[config.mk]
export PLATFORM = sky130hd
export DESIGN_NAME = add_32_arbiter_flat
export DESIGN_NICKNAME = d
export VERILOG_FILES = /design/src/rtl/add_32_arbiter_if.sv /design/src/rtl/add_32_arbiter.sv /design/src/flat_wrapper.sv
export SDC_FILE = /design/constraint.sdc
export NUM_CORES = 1
export LEC_CHECK = 0
export CAP_MARGIN = 20
export CORE_UTILIZATION = 47
export DETAILED_ROUTE_END_ITERATION = 10
export HOLD_SLACK_MARGIN = 0.15
export PLACE_DENSITY = 0.79
export RECOVER_POWER = 25
export SETUP_SLACK_MARGIN = 0.5
export SYNTH_ARGS = -nofsm -noshare
export SYNTH_HDL_FRONTEND = slang
export SYNTH_SLANG_ARGS = --single-unit
[constraint.sdc]
create_clock -name clk -period 4.41 [get_ports clk]
set_input_delay 0.441 -clock clk [delete_from_list [all_inputs] [get_ports clk]]
set_output_delay 0.441 -clock clk [all_outputs]
set_load 0.03 [all_outputs]
[src/rtl/add_32_arbiter_if.sv]
// add_32_arbiter_if: request/response bundle between two adder clients and the shared-adder arbiter
// req0_*/req1_*: valid/ready request channels carrying a, b and sub (1 = a-b)
// rsp_*: valid/ready response channel carrying id, sum, cout (not-borrow on sub), ovf, zero
interface add_32_arbiter_if;
  logic        req0_valid, req1_valid, req0_ready, req1_ready;
  logic [31:0] req0_a, req0_b, req1_a, req1_b;
  logic        req0_sub, req1_sub;
  logic        rsp_valid, rsp_ready, rsp_id, rsp_cout, rsp_ovf, rsp_zero;
  logic [31:0] rsp_sum;
  modport master (
    output req0_valid, req1_valid, req0_a, req0_b, req1_a, req1_b, req0_sub, req1_sub, rsp_ready,
    input  req0_ready, req1_ready, rsp_valid, rsp_id, rsp_sum, rsp_cout, rsp_ovf, rsp_zero
  );
  modport slave (
    input  req0_valid, req1_valid, req0_a, req0_b, req1_a, req1_b, req0_sub, req1_sub, rsp_ready,
    output req0_ready, req1_ready, rsp_valid, rsp_id, rsp_sum, rsp_cout, rsp_ovf, rsp_zero
  );
endinterface

[src/rtl/add_32_arbiter.sv]
// add_32_arbiter: round-robin sharing of one add_32 between two requesters, with two-pass subtraction
// clk, reset (async, active-high); bus: add_32_arbiter_if.slave (request channels in, response channel out)
module add_32 (
  input  logic [31:0] a,
  input  logic [31:0] b,
  output logic [31:0] s,
  output logic        c_out,
  output logic        overflow,
  output logic        zero_flag
);
  assign {c_out, s} = {1'b0, a} + {1'b0, b};
  assign overflow   = (a[31] == b[31]) & (s[31] != a[31]);
  assign zero_flag  = s == '0;
endmodule

module add_32_arbiter (
  input  logic             clk,
  input  logic             reset,
  add_32_arbiter_if.slave  bus
);
  typedef enum logic [1:0] {IDLE, PASS1, PASS2, RESP} state_t;
  state_t      state_q, state_d;
  logic        last_grant_q, last_grant_d, id_q, id_d, sub_q, sub_d, c1_q, c1_d;
  logic [31:0] a_q, a_d, b_q, b_d, t_q, t_d, sum_q, sum_d;
  logic        rsp_valid_q, rsp_valid_d, rsp_id_q, rsp_id_d;
  logic        cout_q, cout_d, ovf_q, ovf_d, zero_q, zero_d;
  logic        gnt, idle;
  logic [31:0] add_a, add_b, s;
  logic        c_out, overflow, zero_flag;
  add_32 u_add (
    .a(add_a), .b(add_b), .s(s), .c_out(c_out), .overflow(overflow), .zero_flag(zero_flag)
  );
  // grant: the lone valid requester, or the one opposite last_grant under contention
  assign gnt            = (bus.req0_valid & bus.req1_valid) ? ~last_grant_q : bus.req1_valid;
  assign idle           = ~reset & (state_q == IDLE);
  assign bus.req0_ready = idle & bus.req0_valid & ~gnt;
  assign bus.req1_ready = idle & bus.req1_valid & gnt;
  assign bus.rsp_valid  = rsp_valid_q;
  assign bus.rsp_id     = rsp_id_q;
  assign bus.rsp_sum    = sum_q;
  assign bus.rsp_cout   = cout_q;
  assign bus.rsp_ovf    = ovf_q;
  assign bus.rsp_zero   = zero_q;
  // subtraction is a + ~b in PASS1, then t + 1 in PASS2; idle states park the adder at zero
  assign add_a = state_q == PASS1 ? a_q : state_q == PASS2 ? t_q : '0;
  assign add_b = state_q == PASS1 ? (sub_q ? ~b_q : b_q) : state_q == PASS2 ? 32'd1 : '0;
  always_comb begin
    state_d      = state_q;
    last_grant_d = last_grant_q;
    id_d         = id_q;
    sub_d        = sub_q;
    a_d          = a_q;
    b_d          = b_q;
    t_d          = t_q;
    c1_d         = c1_q;
    rsp_id_d     = rsp_id_q;
    sum_d        = sum_q;
    cout_d       = cout_q;
    ovf_d        = ovf_q;
    zero_d       = zero_q;
    case (state_q)
      IDLE: if (bus.req0_ready | bus.req1_ready) begin
        state_d      = PASS1;
        a_d          = gnt ? bus.req1_a : bus.req0_a;
        b_d          = gnt ? bus.req1_b : bus.req0_b;
        sub_d        = gnt ? bus.req1_sub : bus.req0_sub;
        id_d         = gnt;
        last_grant_d = gnt;
      end
      PASS1: begin
        t_d     = s;
        c1_d    = c_out;
        state_d = sub_q ? PASS2 : RESP;
        if (!sub_q) begin
          sum_d    = s;
          cout_d   = c_out;
          ovf_d    = overflow;
          zero_d   = zero_flag;
          rsp_id_d = id_q;
        end
      end
      PASS2: begin
        state_d  = RESP;
        sum_d    = s;
        zero_d   = zero_flag;
        // at most one of the two passes can carry; either one means no borrow
        cout_d   = c1_q | c_out;
        // adder's own overflow would judge t+1, so derive it from the original operands
        ovf_d    = (a_q[31] != b_q[31]) & (s[31] != a_q[31]);
        rsp_id_d = id_q;
      end
      RESP: state_d = bus.rsp_ready ? IDLE : RESP;
      default: state_d = IDLE;
    endcase
    rsp_valid_d = state_d == RESP;
  end
  always_ff @(posedge clk or posedge reset) begin
    if (reset) begin
      state_q      <= IDLE;
      last_grant_q <= 1'b1;
      id_q         <= 1'b0;
      sub_q        <= 1'b0;
      a_q          <= '0;
      b_q          <= '0;
      t_q          <= '0;
      c1_q         <= 1'b0;
      rsp_valid_q  <= 1'b0;
      rsp_id_q     <= 1'b0;
      sum_q        <= '0;
      cout_q       <= 1'b0;
      ovf_q        <= 1'b0;
      zero_q       <= 1'b0;
    end else begin
      state_q      <= state_d;
      last_grant_q <= last_grant_d;
      id_q         <= id_d;
      sub_q        <= sub_d;
      a_q          <= a_d;
      b_q          <= b_d;
      t_q          <= t_d;
      c1_q         <= c1_d;
      rsp_valid_q  <= rsp_valid_d;
      rsp_id_q     <= rsp_id_d;
      sum_q        <= sum_d;
      cout_q       <= cout_d;
      ovf_q        <= ovf_d;
      zero_q       <= zero_d;
    end
  end
endmodule

[src/flat_wrapper.sv]
// flat-port wrapper written by rule: the top's interface ports become plain ports
module add_32_arbiter_flat 
  (clk, reset, bus_req0_valid, bus_req1_valid, bus_req0_a, bus_req0_b, bus_req1_a, bus_req1_b, bus_req0_sub, bus_req1_sub, bus_rsp_ready, bus_req0_ready, bus_req1_ready, bus_rsp_valid, bus_rsp_id, bus_rsp_sum, bus_rsp_cout, bus_rsp_ovf, bus_rsp_zero);
  add_32_arbiter_if bus_i ();
  input  logic clk;
  input  logic reset;
  input wire logic [$bits(bus_i.req0_valid)-1:0] bus_req0_valid;
  input wire logic [$bits(bus_i.req1_valid)-1:0] bus_req1_valid;
  input wire logic [$bits(bus_i.req0_a)-1:0] bus_req0_a;
  input wire logic [$bits(bus_i.req0_b)-1:0] bus_req0_b;
  input wire logic [$bits(bus_i.req1_a)-1:0] bus_req1_a;
  input wire logic [$bits(bus_i.req1_b)-1:0] bus_req1_b;
  input wire logic [$bits(bus_i.req0_sub)-1:0] bus_req0_sub;
  input wire logic [$bits(bus_i.req1_sub)-1:0] bus_req1_sub;
  input wire logic [$bits(bus_i.rsp_ready)-1:0] bus_rsp_ready;
  output wire logic [$bits(bus_i.req0_ready)-1:0] bus_req0_ready;
  output wire logic [$bits(bus_i.req1_ready)-1:0] bus_req1_ready;
  output wire logic [$bits(bus_i.rsp_valid)-1:0] bus_rsp_valid;
  output wire logic [$bits(bus_i.rsp_id)-1:0] bus_rsp_id;
  output wire logic [$bits(bus_i.rsp_sum)-1:0] bus_rsp_sum;
  output wire logic [$bits(bus_i.rsp_cout)-1:0] bus_rsp_cout;
  output wire logic [$bits(bus_i.rsp_ovf)-1:0] bus_rsp_ovf;
  output wire logic [$bits(bus_i.rsp_zero)-1:0] bus_rsp_zero;
  assign bus_i.req0_valid = bus_req0_valid;
  assign bus_i.req1_valid = bus_req1_valid;
  assign bus_i.req0_a = bus_req0_a;
  assign bus_i.req0_b = bus_req0_b;
  assign bus_i.req1_a = bus_req1_a;
  assign bus_i.req1_b = bus_req1_b;
  assign bus_i.req0_sub = bus_req0_sub;
  assign bus_i.req1_sub = bus_req1_sub;
  assign bus_i.rsp_ready = bus_rsp_ready;
  assign bus_req0_ready = bus_i.req0_ready;
  assign bus_req1_ready = bus_i.req1_ready;
  assign bus_rsp_valid = bus_i.rsp_valid;
  assign bus_rsp_id = bus_i.rsp_id;
  assign bus_rsp_sum = bus_i.rsp_sum;
  assign bus_rsp_cout = bus_i.rsp_cout;
  assign bus_rsp_ovf = bus_i.rsp_ovf;
  assign bus_rsp_zero = bus_i.rsp_zero;
  add_32_arbiter u_core (.clk(clk), .reset(reset), .bus(bus_i));
endmodule
==> metrics.cfg <==
[clocking]
cts_buffer_depth=2
cts_tree=yes
cts-root-buf=clkbuf_16
clk_pin_slew_ns=0.06
cts_buffers=17
cts_hold_buffers=0
insertion_delay_ns=0.42
htree_num_levels=4
cts_sinks=139

[drt]
num_vias=7782
vias_per_cell=5.61
wl_per_cell_um=16.7
drtIter0Drc=573
drc=0
routed_wl_um=23100
dr.pass1.iters=5
ant_nets=0

[timing]
min_period_ns=3.80
finalCritPeriodShare_pct=86.1
fmax_ghz=0.263
rsz0062_at_grt=true
tns_ns=0
relSlewSlack_pct=-35.7
tightest_slew_ns=2.03
hold_viol=0
fin_skew_ns=0.00668
setup_viol=0
drv_slew=85

[logic_synthesis]
synth_edf_count=0
syn_nets=1144
ys.warnings.count=0
ys_seq_area_share_pct=40.6
synth.avg_cell_area_um2=8.79
synth_area_um2=8580
synth_cells=976
synth_cell_types=68
ys_ff_latch=139
synth_flop_cell=dfrtp_1
async_flop_share_pct=100

[worst_setup_path]
crit_path_start_kind=flop
worstSetupPathType=reg2reg
cp_max_fo=11
critPathCaptureType=flop
crit_buf_inv=3
arrival_ns=4.15
crit_path_frequent_cell=buf_4
slowest_stage=dfrtp_1
path_cells=nor2b_2, buf_4, a22o_1, inv_1, fa_1, nand2b_1, a211oi_4, buf_4, o21a_1, o21ai_0, a21o_1, a21boi_0, o2111a_1, nand4_1, o21ai_1
path_delay_family=compound AO/OA/AOI/OAI gates
cp.required_ns=4.76
slowest_delay_ns=0.49

[final_layout]
nFillCells=1537
fin_nets=1315
synthToLayoutAreaGrowth_pct=31.8
drive_gt1_share_pct=8.38
mostFrequentLayoutCells=clkdlybuf4s50_1, dfrtp_1, nor2_1, nand2_1, a21oi_1
mostFrequentLayoutCell=clkdlybuf4s50_1
postLayoutCellArea_um2=11300
diodes=0

[floorplanning]
die_w_um=137
die-area_um2=18800
coreArea_um2=17900
ios=174
fp.dieH_um=137
row_count=49
initial_core_util_pct=47.9

[min_path]
hold_path_class=reg2reg

[placement]
place_congestion=0.966
postPlaceCellArea_um2=10700
dpl.hpwl_um=17700
io_buffers=173

[job]
drv_cap=1

[outcome]
outcome=complete, but fails checks
violations=max-capacitance violations, max-slew violations

[global_route]
grt.total_usage_pct=26.1
grt_antenna_before_repair=0
grt_max_degree=85
grt_pass1_vias=7361
grt.overflow.total=0
grt_first_pass_wirelength_um=37400

[pwr]
leakage_nw=4.83
pwr_density_cell_nw_per_um2=727
ir_drop_v=0.000437

[repair_timing]
action                     CTS  global route
setup endpoints to repair    2             7
resized for setup            3             9
cloned                       0             0
pin swaps                    0             1
setup buffers                0             4
[cells in the mapped netlist (5+ instances only)]
library cell / count / area share [%]
a211oi_1: 5 / 0.44
a21o_1: 12 / 1.0
a21oi_1: 99 / 5.8
a22o_1: 32 / 3.3
buf_1: 10 / 0.44
clkbuf_1: 53 / 2.3
dfrtp_1: 138 / 40
ha_1: 32 / 4.7
inv_1: 10 / 0.44
mux2i_1: 66 / 7.7
nand2_1: 113 / 4.9
nand2b_1: 7 / 0.51
nand3_1: 8 / 0.47
nand4_1: 5 / 0.36
nor2_1: 131 / 5.7
nor2b_1: 5 / 0.36
nor3_1: 10 / 0.58
o211ai_1: 6 / 0.52
o21ai_0: 84 / 4.9
o21ai_1: 6 / 0.35
xnor2_1: 46 / 4.7
xor2_1: 10 / 1.0
[cells by family (layout without fill, tap and decap cells)]
kind of cell,count (synthesis),in the layout,synth area share [%]
multiplexers,68,68,7.96
flip-flops,139,139,40.6
adder cells (fa/ha/maj),33,33,4.90
AND/OR/NAND/NOR,309,309,15.7
buffers and inverters,75,257,3.31
AO/OA/AOI/OAI,296,296,21.9
XOR/XNOR,56,56,5.72
[worst register-to-register path, delay by kind of cell, from the launching register on]
family / cells / cell delay, ns
buffers and inverters: 3 / 0.46
DFF: 1 / 0.49
AOI/OAI and AO/OA: 8 / 1.82
and+or+nand+nor: 3 / 0.55
adders and majority gates: 1 / 0.42
[sequential cells by signal (all words and copies together), names as in the netlist, 2 cells and up]
| register | count |
|---|---|
| u_core.state_q | 2 |
| u_core.a_q | 32 |
| u_core.t_q | 32 |
| u_core.bus.rsp_sum | 32 |
| u_core.b_q | 32 |
[report_power, final]
part / switching, mW / internal [mW]
clock: 0.522 / 0.850
combinational: 2.70 / 1.93
sequential: 0.395 / 1.83
[metrics by stage]
| stage | worst slack [ns] | total power [mW] | hold WS [ns] | std cells | util (%) |
|---|---|---|---|---|---|
| floorplan | 0.500 | 5.16 | 0.447 | 976 | - |
| global placement | 0.500 | 6.63 | 0.449 | 1353 | 59.8 |
| detailed placement | 0.377 | 6.72 | 0.456 | 1353 | 59.8 |
| CTS | 0.515 | 8.14 | 0.468 | 1383 | 62.9 |
| global route | 0.368 | 8.80 | 0.488 | 1387 | 63.2 |
| finish | 0.613 | 8.22 | 0.464 | 1387 | 63.2 |
[area by class of cell]
cell class | count | area (um2) | share of cell area [%]
sequential | 139 | 3480 | 30.8
clock buffer | 22 | 464 | 4.10
clock inverter | 8 | 95.1 | 0.841
tap | 229 | 287 | 2.53
inverter | 10 | 41.3 | 0.365
timing repair buffer | 217 | 2060 | 18.2
multi-input combinational | 762 | 4880 | 43.1
[worst paths after layout]
kind | from | endpoint | slack (ns) | cells past startpoint
max | u_core.state_q[1] | u_core.bus.rsp_zero | 0.61 | 15
min | u_core.bus.rsp_id | u_core.bus.rsp_id | 0.46 | 2
max reg2reg | u_core.state_q[1] | u_core.bus.rsp_zero | 0.61 | 15
min reg2reg | u_core.bus.rsp_id | u_core.bus.rsp_id | 0.46 | 2
max in group asynchronous | reset | u_core.bus.rsp_sum[16] | 1.90 | 3
min in group asynchronous | reset | u_core.state_q[1] | 0.75 | 3
[layer usage]
layer | vias up | GRT usage, % | share of wire [%]
met5 | - | 0 | 0
met4 | 0 | 8.12 | 2.0
met3 | 40 | 4.89 | 7.4
met2 | 308 | 37.9 | 43
met1 | 3617 | 39.0 | 48
li1 | 3817 | - | -
Power figures use the tool's default switching activity.
